[src/rtl/aos_softreg_watchdog_pkg.sv]
// Shared types for the SoftReg watchdog: MMIO request/response records,
// watchdog defaults and FSM state encoding.
package aos_softreg_watchdog_pkg;

  localparam int AMI_NUM_APPS = 4;

  localparam int          SOFTREG_WDOG_TIMEOUT = 4096;
  localparam logic [63:0] SOFTREG_WDOG_DATA    = 64'hDEAD_DEAD_DEAD_DEAD;

  typedef struct packed {
    logic        valid;
    logic        is_write;
    logic [31:0] addr;
    logic [63:0] data;
  } SoftRegReq;

  typedef struct packed {
    logic        valid;
    logic [63:0] data;
  } SoftRegResp;

  typedef enum logic {WDOG_IDLE, WDOG_WAIT} SoftRegWdogState;

endpackage

[src/rtl/aos_sat_counter.sv]
// Event counter that sticks at all-ones instead of wrapping.
module aos_sat_counter #(
  parameter int W = 16
) (
  input  logic         clk,
  input  logic         rst_n,
  input  logic         inc,
  output logic [W-1:0] count
);

  always_ff @(posedge clk or negedge rst_n) begin
    if (!rst_n) begin
      count <= '0;
    end else if (inc && (count != '1)) begin
      count <= count + W'(1);
    end
  end

endmodule

[src/rtl/aos_softreg_watchdog.sv]
// Guards the host MMIO path: forwards requests, tracks the one outstanding
// read and synthesizes a response if the target app never answers.
import aos_softreg_watchdog_pkg::*;

module aos_softreg_watchdog #(
  parameter int          TIMEOUT_CYCLES = SOFTREG_WDOG_TIMEOUT,
  parameter logic [63:0] TIMEOUT_DATA   = SOFTREG_WDOG_DATA,
  parameter int          CNT_W          = 16
) (
  input  logic             clk,
  input  logic             rst_n,
  input  logic             app_enable [AMI_NUM_APPS],
  input  SoftRegReq        host_req,
  output SoftRegResp       host_resp,
  output SoftRegReq        os_req,
  input  SoftRegResp       os_resp,
  output logic             timeout_pulse,
  output logic [7:0]       timeout_app,
  output logic [CNT_W-1:0] timeout_cnt,
  output logic [CNT_W-1:0] stray_cnt,
  output logic [CNT_W-1:0] proto_err_cnt
);

  localparam int            TW         = $clog2(TIMEOUT_CYCLES);
  localparam logic [TW-1:0] TIMER_LOAD = TW'(TIMEOUT_CYCLES - 1);

  logic [7:0]              app;
  logic [AMI_NUM_APPS-1:0] app_hit;
  logic                    routable;
  logic                    is_rd;
  logic                    is_wr;

  assign app   = host_req.addr[10:3];
  assign is_rd = host_req.valid && !host_req.is_write;
  assign is_wr = host_req.valid &&  host_req.is_write;

  // Out-of-range app selects simply match no enable bit.
  genvar gi;
  generate
    for (gi = 0; gi < AMI_NUM_APPS; gi++) begin : g_hit
      assign app_hit[gi] = (app == 8'(gi)) && app_enable[gi];
    end
  endgenerate
  assign routable = |app_hit;

  SoftRegWdogState state_reg, state_next;
  logic [TW-1:0]   timer_reg, timer_next;
  logic [7:0]      app_reg, app_next;
  SoftRegReq       os_req_reg, os_req_next;
  SoftRegResp      resp_reg, resp_next;
  logic            pulse_reg, pulse_next;
  logic [7:0]      tapp_reg, tapp_next;
  logic            fwd;
  logic            to_inc;
  logic            stray_inc;
  logic            proto_inc;

  always_comb begin
    state_next = state_reg;
    timer_next = timer_reg;
    app_next   = app_reg;
    resp_next  = '0;
    pulse_next = 1'b0;
    tapp_next  = tapp_reg;
    fwd        = is_wr && routable;
    to_inc     = 1'b0;
    stray_inc  = 1'b0;
    proto_inc  = 1'b0;

    case (state_reg)
      WDOG_IDLE: begin
        stray_inc = os_resp.valid;
        if (is_rd) begin
          if (routable) begin
            fwd        = 1'b1;
            timer_next = TIMER_LOAD;
            app_next   = app;
            state_next = WDOG_WAIT;
          end else begin
            resp_next.valid = 1'b1;
            resp_next.data  = TIMEOUT_DATA;
          end
        end
      end
      WDOG_WAIT: begin
        proto_inc = is_rd;
        // A real response arriving on the last timer cycle still wins.
        if (os_resp.valid) begin
          resp_next  = os_resp;
          state_next = WDOG_IDLE;
        end else if (timer_reg == '0) begin
          resp_next.valid = 1'b1;
          resp_next.data  = TIMEOUT_DATA;
          pulse_next      = 1'b1;
          tapp_next       = app_reg;
          to_inc          = 1'b1;
          state_next      = WDOG_IDLE;
        end else begin
          timer_next = timer_reg - TW'(1);
        end
      end
      default: state_next = WDOG_IDLE;
    endcase

    os_req_next = fwd ? host_req : '0;
  end

  always_ff @(posedge clk or negedge rst_n) begin
    if (!rst_n) begin
      state_reg  <= WDOG_IDLE;
      timer_reg  <= '0;
      app_reg    <= '0;
      os_req_reg <= '0;
      resp_reg   <= '0;
      pulse_reg  <= 1'b0;
      tapp_reg   <= '0;
    end else begin
      state_reg  <= state_next;
      timer_reg  <= timer_next;
      app_reg    <= app_next;
      os_req_reg <= os_req_next;
      resp_reg   <= resp_next;
      pulse_reg  <= pulse_next;
      tapp_reg   <= tapp_next;
    end
  end

  assign os_req        = os_req_reg;
  assign host_resp     = resp_reg;
  assign timeout_pulse = pulse_reg;
  assign timeout_app   = tapp_reg;

  aos_sat_counter #(.W(CNT_W)) u_timeout_cnt (
    .clk(clk), .rst_n(rst_n), .inc(to_inc), .count(timeout_cnt)
  );

  aos_sat_counter #(.W(CNT_W)) u_stray_cnt (
    .clk(clk), .rst_n(rst_n), .inc(stray_inc), .count(stray_cnt)
  );

  aos_sat_counter #(.W(CNT_W)) u_proto_err_cnt (
    .clk(clk), .rst_n(rst_n), .inc(proto_inc), .count(proto_err_cnt)
  );

endmodule
[config.mk]
export PLATFORM = sky130hd
export DESIGN_NAME = aos_softreg_watchdog
export DESIGN_NICKNAME = d
export VERILOG_FILES = /design/src/rtl/aos_softreg_watchdog_pkg.sv /design/src/rtl/aos_sat_counter.sv /design/src/rtl/aos_softreg_watchdog.sv
export SDC_FILE = /design/constraint.sdc
export NUM_CORES = 1
export LEC_CHECK = 0
export CAP_MARGIN = 0
export CORE_AREA = 2 2 152 154
export CTS_CLUSTER_DIAMETER = 40
export DETAILED_ROUTE_END_ITERATION = 10
export DIE_AREA = 0 0 154 156
export HOLD_SLACK_MARGIN = 0.05
export PLACE_DENSITY = 0.82
export SYNTH_ARGS = -nofsm -noshare
export SYNTH_HDL_FRONTEND = slang
export SYNTH_SLANG_ARGS = --single-unit
[constraint.sdc]
create_clock -name clk -period 4.25 [get_ports clk]
set_input_delay 0.85 -clock clk [delete_from_list [all_inputs] [get_ports clk]]
set_output_delay 0.85 -clock clk [all_outputs]
set_load 0.05 [all_outputs]
---- Word-level counts from Yosys, hierarchy flattened ----
Index checks and enable logic that the tools add are counted.
word-level totals
  register bits ........................... 241
  latch bits .............................. 0
  memory bits (writable) .................. 0
  memory bits (read-only) ................. 0
  bits of input ports ..................... 169
  output and inout port bits .............. 220
  logic and storage cells ................. 71
  memories ................................ 0
cells by class
  $add $sub $neg .......................... 4
  multiply operators ...................... 0
  div/mod/pow operators ................... 0
  magnitude comparators ................... 0
  equal/unequal tests ..................... 10
  shifts and indexed selects .............. 0
  muxes and demuxes ....................... 24
  bitwise logic cells ..................... 2
  reductions and logical operators ........ 17
operators with widths
  kind                   count
  $mux 65                4
  $pmux 65 s2            1
  $mux 98                1
  $add 16x1->16 const B  3
  $mux 12                4
  $ne 16x16->1 const B   3
  $pmux 12 s2            1
  $eq 8x2->1 const B     2
  $logic_not 12->1       1
  $mux 1                 12
  $sub 12x1->12 const B  1
  $logic_and 1x1->1      10
  $eq 8x1->1 const B     1
  $logic_not 8->1        1
  $ne 2x2->1 const B     4
  $reduce_and 3->1       2
  $reduce_and 4->1       1
  $reduce_or 4->1        1
  $not 1->1              2
  $pmux 1 s2             1
  $logic_not 1->1        1

---- Logic depth before layout (Yosys ltp) ----
Gate-level depths: netlist (run 1).
  depth after elaboration ................. 8
  gate-level depth with buffers ........... 8
  mapped depth without buffers ............ 7

---- Hierarchy ----
From an unflattened synthesis (run 1), not the netlist that was laid out.
second synthesis, totals
  cell total of the unflattened synthesis .. 737
  area, all modules ....................... 9394.0 µm²
by module, submodules not included
  module                times used  cells each  area an instance (µm²)  seq. area each (µm²)
  aos_softreg_watchdog  1           521         6815.3                  4829.6
  aos_sat_counter       3           72          859.6                   400.4

---- Worst setup path before layout (run 1) ----
Ideal clock, no wire load.
  path type ............................... in2reg
  start ................................... input port host_req[67] in the netlist's numbering
  end ..................................... register resp_reg, in the netlist host_resp[51]
  library setup time ...................... 0.076 ns
  data arrival time ....................... 2.084 ns
  required time ........................... 4.174 ns
  slack ................................... 2.089 ns
  cell stages on the path ................. 6
  path buffers ............................ 2
  cells stage by stage .................... mux4_2 > and3_1 > nand2b_1 > clkbuf_1 > clkbuf_1 > o21ai_1
RTL lines
  item                  RTL line                     text
  from (decl)           aos_softreg_watchdog.sv:13   input SoftRegReq host_req,
  to (signal assigned)  aos_softreg_watchdog.sv:122  resp_reg <= resp_next;
  to (decl)             aos_softreg_watchdog.sv:50   SoftRegResp resp_reg, resp_next;

---- Worst setup path in the final report (run 1) ----
  start ................................... register u_timeout_cnt.count[11]
  end ..................................... output port timeout_cnt[11]
RTL lines
  item                    RTL line                    text
  from (decl)             aos_sat_counter.sv:8        output logic [W-1:0] count
  from (signal assigned)  aos_sat_counter.sv:15       count <= count + W'(1);
  to (decl)               aos_softreg_watchdog.sv:19  output logic [CNT_W-1:0] timeout_cnt,
No word-level cell between the ends.

==> results of run 1 <==
==> path summary, 6_finish.rpt <==
path                       slack, ps  depth (start not counted)                                start                                  to
max reg2reg                     1810                          7             timer_reg[0]$_DFFE_PN0P_  u_timeout_cnt.count[1]$_DFFE_PN0P_
min                              440                          1                                rst_n                os_req[71]$_DFF_PN0_
max in group asynchronous       2900                          2                                rst_n             host_resp[58]$_DFF_PN0_
min reg2reg                      470                          1               app_reg[6]$_DFFE_PN0P_          timeout_app[6]$_DFFE_PN0P_
max                             1570                          1  u_timeout_cnt.count[11]$_DFFE_PN0P_                     timeout_cnt[11]
min in group clk                 470                          1               app_reg[6]$_DFFE_PN0P_          timeout_app[6]$_DFFE_PN0P_
==> cell usage in the layout, fill, tap and decap left out, types with 18 or more instances in the layout <==
cell             synthesis  final
nor2b_1                 45     45
nand3_1                 26     26
o21ai_1                 45     45
xnor2_1                 30     30
and3_1                  28     28
nor2_1                  24     24
nand2_1                 18     18
clkbuf_16                0     36
clkdlybuf4s50_1          0    386
dfrtp_1                241    241
and2_1                  99     99
==> cell type report <==
cell class	instances	area, um2	share of cell area
clock inverters	16	177.7	0.01232
repair buffers	396	3969	0.2751
inverters	11	41.29	0.002862
clock buffers	46	988.4	0.06852
well taps	285	356.6	0.02472
flip-flops and latches	241	6031	0.4180
multi-input cells	447	2863	0.1984
==> logic make-up after synthesis <==
group,after synthesis,share of synthesized area
xor gates and xnor gates,39,0.03773
AOI/OAI and AO/OA,79,0.04809
buffers and inverters,45,0.02059
adders and majority gates,5,0.006910
muxes,18,0.02322
and+or+nand+nor,300,0.1969
other,1,0.0004142
DFF,241,0.6661
==> report_power, final <==
part	switching (uW)	internal, uW	leakage, uW	total (uW)
Combinational	408	323	0.00270	730
Sequential	111	2390	0.00324	2500
Clock	1030	1780	0.000571	2810
Total	1550	4490	0.00651	6040
==> metrics by stage <==
step	setup slack [ps]	total power, uW	util	instances
after floorplan	2089	2877	-	733
after global placement	1233	3250	0.5929	1380
after detailed placement	1203	3269	0.5929	1380
after CTS	1545	6131	0.6450	1442
after global routing	1507	6282	0.6450	1442
final	1567	6041	0.6450	1442
==> per-layer routing <==
layer,GRT usage,vias to the layer above,share of wire
met5,0,-,0
met4,0.07566,0,0.027
met3,0.05889,54,0.066
met2,0.3630,249,0.51
met1,0.2503,3365,0.40
li1,-,3244,-
==> qor.csv, run 1 <==
metric;value;unit
n_antenna_cell;0;
power_density;418.8;nW/um2
grt_pass1_wl;39410;um
finalSetupViolCount;0;
cts_tree;done;
cts-root-buf;clkbuf_16;
drt-total-wl;25410;um
crit_arrival;1830;ps
synth.distinct_cells;43;
tightest_slew;932.5;ps
grt_overflow;0;
yosysSeqAreaShare;0.6661;
critPathKind;register to primary output;
cts_sinks;241;
hpwl;18230;um
hold_violations;0;
drtPass1Iterations;4;
grt_antenna_before_repair;0;
synth-seq-cells;241;
period_share;0.6313;
nets;1306;
clockBufferDepth;3;
hold_buffers;0;
rows;55;
finalSetupTns;0;ps
slew_viol_final;0;
die_area;24020;um2
via_per_inst;4.793;
vdd_drop_max;0.0003611;V
vias;6912;
post-cts-setup-buffers;0;
place.gp.congestion;0.8930;
crit_path_start_kind;register;
path_cells;clkdlybuf4s50_1;
clock_latency;500;ps
largest_reg_flops;98;
grt_pass1_vias;7123;
start_util;0.4048;
cts_htree_levels;2;
finalInstanceArea;14430;um2
cap_violations;0;
drc;0;
end_kind;primary output;
skew;23.67;ps
wl_per_cell;17.62;um
drive_gt1_frac;0.06828;
cp_max_fo;7;
finalCriticalPeriod;2683;ps
critPathRequiredTime;3400;ps
drtIter0Drc;284;
ys.flop_type;dfrtp_1;
die_width;154;um
yosys-top-cells-count;241 x dfrtp_1, 99 x and2_1, 45 x nor2b_1, 45 x o21ai_1, 30 x xnor2_1;
grt_util_all_layers;0.2093;
clk_pin_slew;50;ps
syn-cell-area;9054;um2
path_buf_inv;1;
cts_resized;0;
synth.most_common_cell;dfrtp_1;
cts_buffers;35;
fill_cells;1683;
port_buffers;388;
synth_edf_count;0;
rsz0062_at_grt;false;
netlist_top_cells_area;dfrtp_1 67%, and2_1 6.8%, nor2b_1 3.1%, xnor2_1 2.9%, o21ai_1 2.5%;
yosysTopAreaCell;dfrtp_1;
syn_avg_cell_area;12.44;um2
fin_hold_ws;443.4;ps
hold_path.class;primary input to asynchronous set/reset pin;
critPathTopFamily;buffers and inverters;
dieHeight;156;um
grt_max_degree;125;
power.leakage;0.006512;uW
core_area;22370;um2
synthesis.instances;728;
slowest_delay;870;ps
antenna_left;0;
timing.fmax;372.7;MHz
cpMaxStageDelayCell;clkdlybuf4s50_1;
max-slew-margin-rel;0.3783;
io_pins;389;
status;completed;
syn_to_final_growth;59.34;%
post_dp_cell_area;13260;um2
synthDominantCellAreaShare;0.6661;
synth_warnings;0;
synthArstFlopShare;1.000;
(Power assumes the default switching activity.)
==> run 2: changes to the inputs <==
--- a/config.mk
+++ b/config.mk
@@ -6,12 +6,12 @@
 export NUM_CORES = 1
 export LEC_CHECK = 0
 export CAP_MARGIN = 0
-export CORE_AREA = 2 2 152 154
+export CORE_ASPECT_RATIO = 0.75
+export CORE_UTILIZATION = 38
 export CTS_CLUSTER_DIAMETER = 40
 export DETAILED_ROUTE_END_ITERATION = 10
-export DIE_AREA = 0 0 154 156
 export HOLD_SLACK_MARGIN = 0.05
-export PLACE_DENSITY = 0.82
+export PLACE_DENSITY = 0.81
 export SYNTH_ARGS = -nofsm -noshare
 export SYNTH_HDL_FRONTEND = slang
 export SYNTH_SLANG_ARGS = --single-unit
==> constraint.sdc (replaced) <==
create_clock -name clk -period 2.4 [get_ports clk]
set_input_delay 0.48 -clock clk [delete_from_list [all_inputs] [get_ports clk]]
set_output_delay 0.48 -clock clk [all_outputs]
set_load 0.05 [all_outputs]
==> run 2 against run 1 <==
  * Hold slack improved by 32 ps
  * Sequential cell count unchanged
  * Routed wire length increased by 0.44%
  * Critical path type unchanged
  * Sequential power increased by 77%
  * Highest routed layer unchanged
  * Via count increased by 1.5%
==> qor.csv, run 2 (synthesis gave the netlist of run 1 again) <==
metric;value;unit;change
dp_cells;1411;;+2.2%
clk_pin_slew;60;ps;about the same
rsz0062_at_grt;false;;
worstSetupStartpoint;u_timeout_cnt.count[11]$_DFFE_PN0P_;;
antenna_left;0;;unchanged
grt_pass1_vias;7316;;+2.7%
finalCriticalPeriod;2326;ps;
grt_util_all_layers;0.2111;;+0.001780
hold_violations;0;;unchanged
max-slew-margin-rel;0.5640;;+0.1857
use_met1;0.2575;;+0.007245
slowest_delay;870;ps;about the same
drtIter0Drc;271;;-4.6%
tightest_slew;651.9;ps;-280.6 ps
hold_path.class;register to register;;
critPathTopFamily;buffers and inverters;;
nets;1322;;+1.2%
layout_commonest_cell;clkdlybuf4s50_1;;
vias;7016;;+1.5%
syn_to_final_growth;61.35;%;
core_area;23180;um2;+3.7%
drtPass1Iterations;4;;unchanged
vdd_drop_max;0.0005007;V;+39%
place.gp.congestion;0.8222;;-7.9%
io_pins;389;;unchanged
worst_slack;73.63;ps;-1493 ps
end_kind;primary output;;
clock_latency;500;ps;about the same
drc;0;;unchanged
skew;30.34;ps;+6.673 ps
cts-root-buf;clkbuf_16;;
period_share;0.9693;;
cts_resized;0;;unchanged
grt_antenna_before_repair;0;;unchanged
critPathRequiredTime;1920;ps;-1480 ps
cp_max_fo;7;;unchanged
port_buffers;388;;unchanged
start_util;0.3905;;-0.01427
timing.rr.start;timer_reg[0]$_DFFE_PN0P_;;
dieHeight;135.7;um;-13%
grt_pass1_wl;40050;um;+1.6%
cts_htree_levels;2;;unchanged
drt-total-wl;25520;um;+0.44%
critPathKind;register to primary output;;
rows;48;;-13%
cts_sinks;241;;unchanged
finalSetupViolCount;0;;unchanged
crit_path_start_kind;register;;
grt_overflow;0;;unchanged
ff2ff_setup_slack;270;ps;-1540 ps
wl_per_cell;17.33;um;-1.6%
crit_arrival;1850;ps;+20 ps
via_per_inst;4.766;;-0.56%
fill_cells;1791;;+6.4%
timing.fmax;429.9;MHz;
grt_max_degree;83;;-34%
largest_reg_flops;98;;unchanged
finalInstanceArea;14610;um2;+1.3%
grt_use_met3;0.06371;;+0.004821
post-cts-setup-buffers;0;;unchanged
slew_viol_final;0;;unchanged
cpMaxStageDelayCell;clkdlybuf4s50_1;;
fin_hold_ws;475.8;ps;+32.36 ps
path_cells;clkdlybuf4s50_1;;
drive_gt1_frac;0.08276;;+0.01448
path_buf_inv;1;;unchanged
hold_buffers;1;;+1
use_met2;0.3592;;-0.003842
power_density;725.2;nW/um2;+73%
clockBufferDepth;3;;unchanged
n_antenna_cell;0;;unchanged
cap_violations;0;;unchanged
grt_busiest_layer;met2;;
dp_slack;-29.98;ps;-1233 ps
die_width;180.2;um;+17%
status;completed;;
layout_common_cells;386 x clkdlybuf4s50_1, 241 x dfrtp_1, 99 x and2_1;;
die_area;24450;um2;+1.8%
layoutNonFillerInstCount;1472;;+2.1%
post_dp_cell_area;13470;um2;+1.6%
power.leakage;0.006603;uW;+1.4%
hpwl;18390;um;+0.86%
worstHoldStart;app_reg[4]$_DFFE_PN0P_;;
cts_buffers;34;;-2.9%
cts_tree;done;;
run 2: cell type report:
type	instances	area (um2)	area share
inverter	11	41.29	0.002827
clock buffer	36	868.3	0.05944
clock inverter	24	255.2	0.01747
multi-input combinational	447	2863	0.1960
timing repair buffer	413	4174	0.2857
sequential	241	6031	0.4128
tap	300	375.4	0.02570
run 2: power by group:
group	switching [uW]	internal [uW]	total, uW
logic	732	585	1320
clock network	1930	2920	4860
registers	197	4220	4420
total	2860	7730	10600
run 2: final timing paths:
check,end,cells after the start
max,timeout_cnt[11],1
min,app_reg[4]$_DFFE_PN0P_,1
max reg2reg,u_timeout_cnt.count[7]$_DFFE_PN0P_,8
min reg2reg,app_reg[4]$_DFFE_PN0P_,1
max in group asynchronous,host_resp[58]$_DFF_PN0_,3
min in group asynchronous,host_resp[24]$_DFF_PN0_,3
run 2: metrics by stage:
step / utilization / TNS [ps] / total power, uW
floorplan: - / 0 / 5094
global placement: 0.5812 / 0 / 5776
detailed placement: 0.5812 / -436.5 / 5816
CTS: 0.6301 / 0 / 10740
global route: 0.6301 / 0 / 11040
finish: 0.6301 / 0 / 10590
run 2: routing by layer:
| layer | part of all wire | vias up |
|---|---|---|
| met5 | 0 | - |
| met2 | 0.49 | 289 |
| met1 | 0.40 | 3403 |
| met4 | 0.024 | 0 |
| li1 | - | 3274 |
| met3 | 0.081 | 50 |
==> run 3: changes to the inputs <==
--- a/config.mk
+++ b/config.mk
@@ -6,12 +6,13 @@
 export NUM_CORES = 1
 export LEC_CHECK = 0
 export CAP_MARGIN = 0
-export CORE_ASPECT_RATIO = 0.75
-export CORE_UTILIZATION = 38
+export CORE_AREA = 2 2 152 154
 export CTS_CLUSTER_DIAMETER = 40
 export DETAILED_ROUTE_END_ITERATION = 10
+export DIE_AREA = 0 0 154 156
 export HOLD_SLACK_MARGIN = 0.05
-export PLACE_DENSITY = 0.81
+export PLACE_DENSITY = 0.82
+export SETUP_SLACK_MARGIN = 0.3
 export SYNTH_ARGS = -nofsm -noshare
 export SYNTH_HDL_FRONTEND = slang
 export SYNTH_SLANG_ARGS = --single-unit
==> constraint.sdc (replaced) <==
create_clock -name clk -period 2.75 [get_ports clk]
set_input_delay 0.55 -clock clk [delete_from_list [all_inputs] [get_ports clk]]
set_output_delay 0.55 -clock clk [all_outputs]
set_load 0.05 [all_outputs]
==> run 3 against run 2 <==
  * Clock power is 13% lower
  * Sequential share of layout area is 0.28 points higher
  * Sequential cell count stayed put
  * Critical endpoint is now stray_cnt[4]
  * Highest routed layer is now met5
==> qor.csv, run 3 (synthesis gave the netlist of run 1 again) <==
metric;value;unit;change
timing.fmax;422.9;MHz;
nets;1314;;-0.61%
cts_tree;done;;
cts_sinks;241;;unchanged
layout_common_cells;385 x clkdlybuf4s50_1, 241 x dfrtp_1, 99 x and2_1;;
via_per_inst;4.877;;+2.3%
cpMaxStageDelayCell;clkdlybuf4s50_1;;
ff2ff_setup_slack;490;ps;+220 ps
max-slew-margin-rel;0.5633;;-0.0007050
fin_util;0.6487;;+0.01854
n_antenna_cell;0;;unchanged
vdd_drop_max;0.0003875;V;-23%
whs_endpoint;timeout_app[3]$_DFFE_PN0P_;;
cp_max_fo;6;;-1
power.leakage;0.006561;uW;-0.63%
start_util;0.4048;;+0.01427
grt_max_degree;67;;-19%
finalSetupViolCount;0;;unchanged
port_buffers;388;;unchanged
r2r_cells;6;;-2
antenna_left;0;;unchanged
vias;7052;;+0.51%
io_pins;389;;unchanged
drt-total-wl;25820;um;+1.2%
rsz0062_at_grt;false;;
use_met2;0.3839;;+0.02477
critPathTopFamily;buffers and inverters;;
dp_slack;203.0;ps;+233.0 ps
hpwl;18520;um;+0.71%
grt_busiest_layer;met2;;
cts_htree_levels;2;;unchanged
drtPass1Iterations;6;;+2
power_density;635.1;nW/um2;-12%
finalSetupTns;0;ps;unchanged
min_path_cells;1;;unchanged
cts-root-buf;clkbuf_16;;
hold_violations;0;;unchanged
grt_util_all_layers;0.2149;;+0.003824
dieHeight;156;um;+15%
use_met1;0.2533;;-0.004216
timing.rr.start;timer_reg[0]$_DFFE_PN0P_;;
grt_antenna_before_repair;1;;+1
cap_violations;0;;unchanged
rows;55;;+15%
crit_path_start_kind;register;;
finalCriticalPeriod;2365;ps;
end_kind;primary output;;
path_cells;clkdlybuf4s50_1;;
worstHoldStart;app_reg[3]$_DFFE_PN0P_;;
crit_arrival;1810;ps;-40 ps
die_width;154;um;-15%
grt_use_met3;0.05167;;-0.01204
critPathKind;register to primary output;;
slew_viol_final;0;;unchanged
core_area;22370;um2;-3.5%
drive_gt1_frac;0.07063;;-0.01214
tightest_slew;653.0;ps;+1.053 ps
die_area;24020;um2;-1.8%
layout_commonest_cell;clkdlybuf4s50_1;;
cts_buffers;34;;unchanged
period_share;0.8599;;
status;completed;;
grt_overflow;0;;unchanged
fin_hold_ws;471.9;ps;-3.861 ps
place.gp.congestion;0.8737;;+6.3%
drtIter0Drc;325;;+20%
clock_latency;490;ps;about the same
post-cts-setup-buffers;0;;unchanged
grt_pass1_wl;40540;um;+1.2%
grt_pass1_vias;7329;;+0.18%
worst_slack;385.3;ps;+311.7 ps
drc;0;;unchanged
syn_to_final_growth;60.24;%;
hold_path.class;register to register;;
critPathRequiredTime;2200;ps;+280 ps
clk_pin_slew;60;ps;about the same
wl_per_cell;17.86;um;+3.0%
fill_cells;1658;;-7.4%
path_buf_inv;1;;unchanged
p_total;9214;uW;-13%
skew;17.09;ps;-13.25 ps
r2r-end;u_timeout_cnt.count[1]$_DFFE_PN0P_;;
clockBufferDepth;3;;unchanged
largest_reg_flops;98;;unchanged
slowest_delay;890;ps;+20 ps
-- run 3: changes by cell type in the layout (fill, tap and decap cells not counted), sizes merged --
cell / previous run / this run
buf: 26 / 18
bufinv: 2 / 1
clkbuf: 36 / 46
clkdlybuf4s50: 386 / 385
clkinv: 12 / 3
clkinvlp: 2 / 3
dlymetal6s2s: 0 / 1
inv: 19 / 15
-- run 3: through the flow --
step / instance area, um2 / instances
after floorplan: 9072 / 733
after global placement: 13370 / 1388
after detailed placement: 13370 / 1388
after CTS: 14490 / 1446
after global routing: 14510 / 1446
final: 14510 / 1446
-- run 3: where the power goes --
part           internal (uW)  leakage, uW  switching, uW
Combinational            507      0.00278            639
Sequential              3690      0.00324            169
Clock                   2660     0.000540           1550
-- run 3: how the worst max path moves through the flow --
stage,slack [ps],startpoint,end,cells past startpoint
floorplan,730,u_stray_cnt.count[0]$_DFFE_PN0P_,u_stray_cnt.count[1]$_DFFE_PN0P_,5
global placement,250,host_req[67],os_req[22]$_DFF_PN0_,7
detailed placement,200,host_req[67],os_req[61]$_DFF_PN0_,7
CTS,340,u_timeout_cnt.count[11]$_DFFE_PN0P_,timeout_cnt[11],1
global route,310,timer_reg[0]$_DFFE_PN0P_,host_resp[11]$_DFF_PN0_,7
finish,390,u_stray_cnt.count[4]$_DFFE_PN0P_,stray_cnt[4],1
-- run 3: what timing repair did --
| action | CTS | global route |
|---|---|---|
| hold buffers | 1 | 0 |
| hold endpoints to repair | 62 | 0 |
| endpoints found under the setup margin | 0 | 11 |
| gates resized for setup | 0 | 2 |
-- run 3: cell type report --
cell class | instances | area (um2) | area share
multi-input combinational | 447 | 2874 | 0.1981
timing repair buffer | 405 | 4091 | 0.2820
clock inverter | 11 | 113.9 | 0.007848
clock buffer | 46 | 999.7 | 0.06891
inverter | 11 | 41.29 | 0.002846
tap | 285 | 356.6 | 0.02458
sequential | 241 | 6031 | 0.4157
-- run 3: metal layers --
metal  vias to the layer above  wire (um)
met5                         -         16
met4                         2        557
met3                        46       1584
met2                       256      13400
met1                      3485      10270
li1                       3263          -
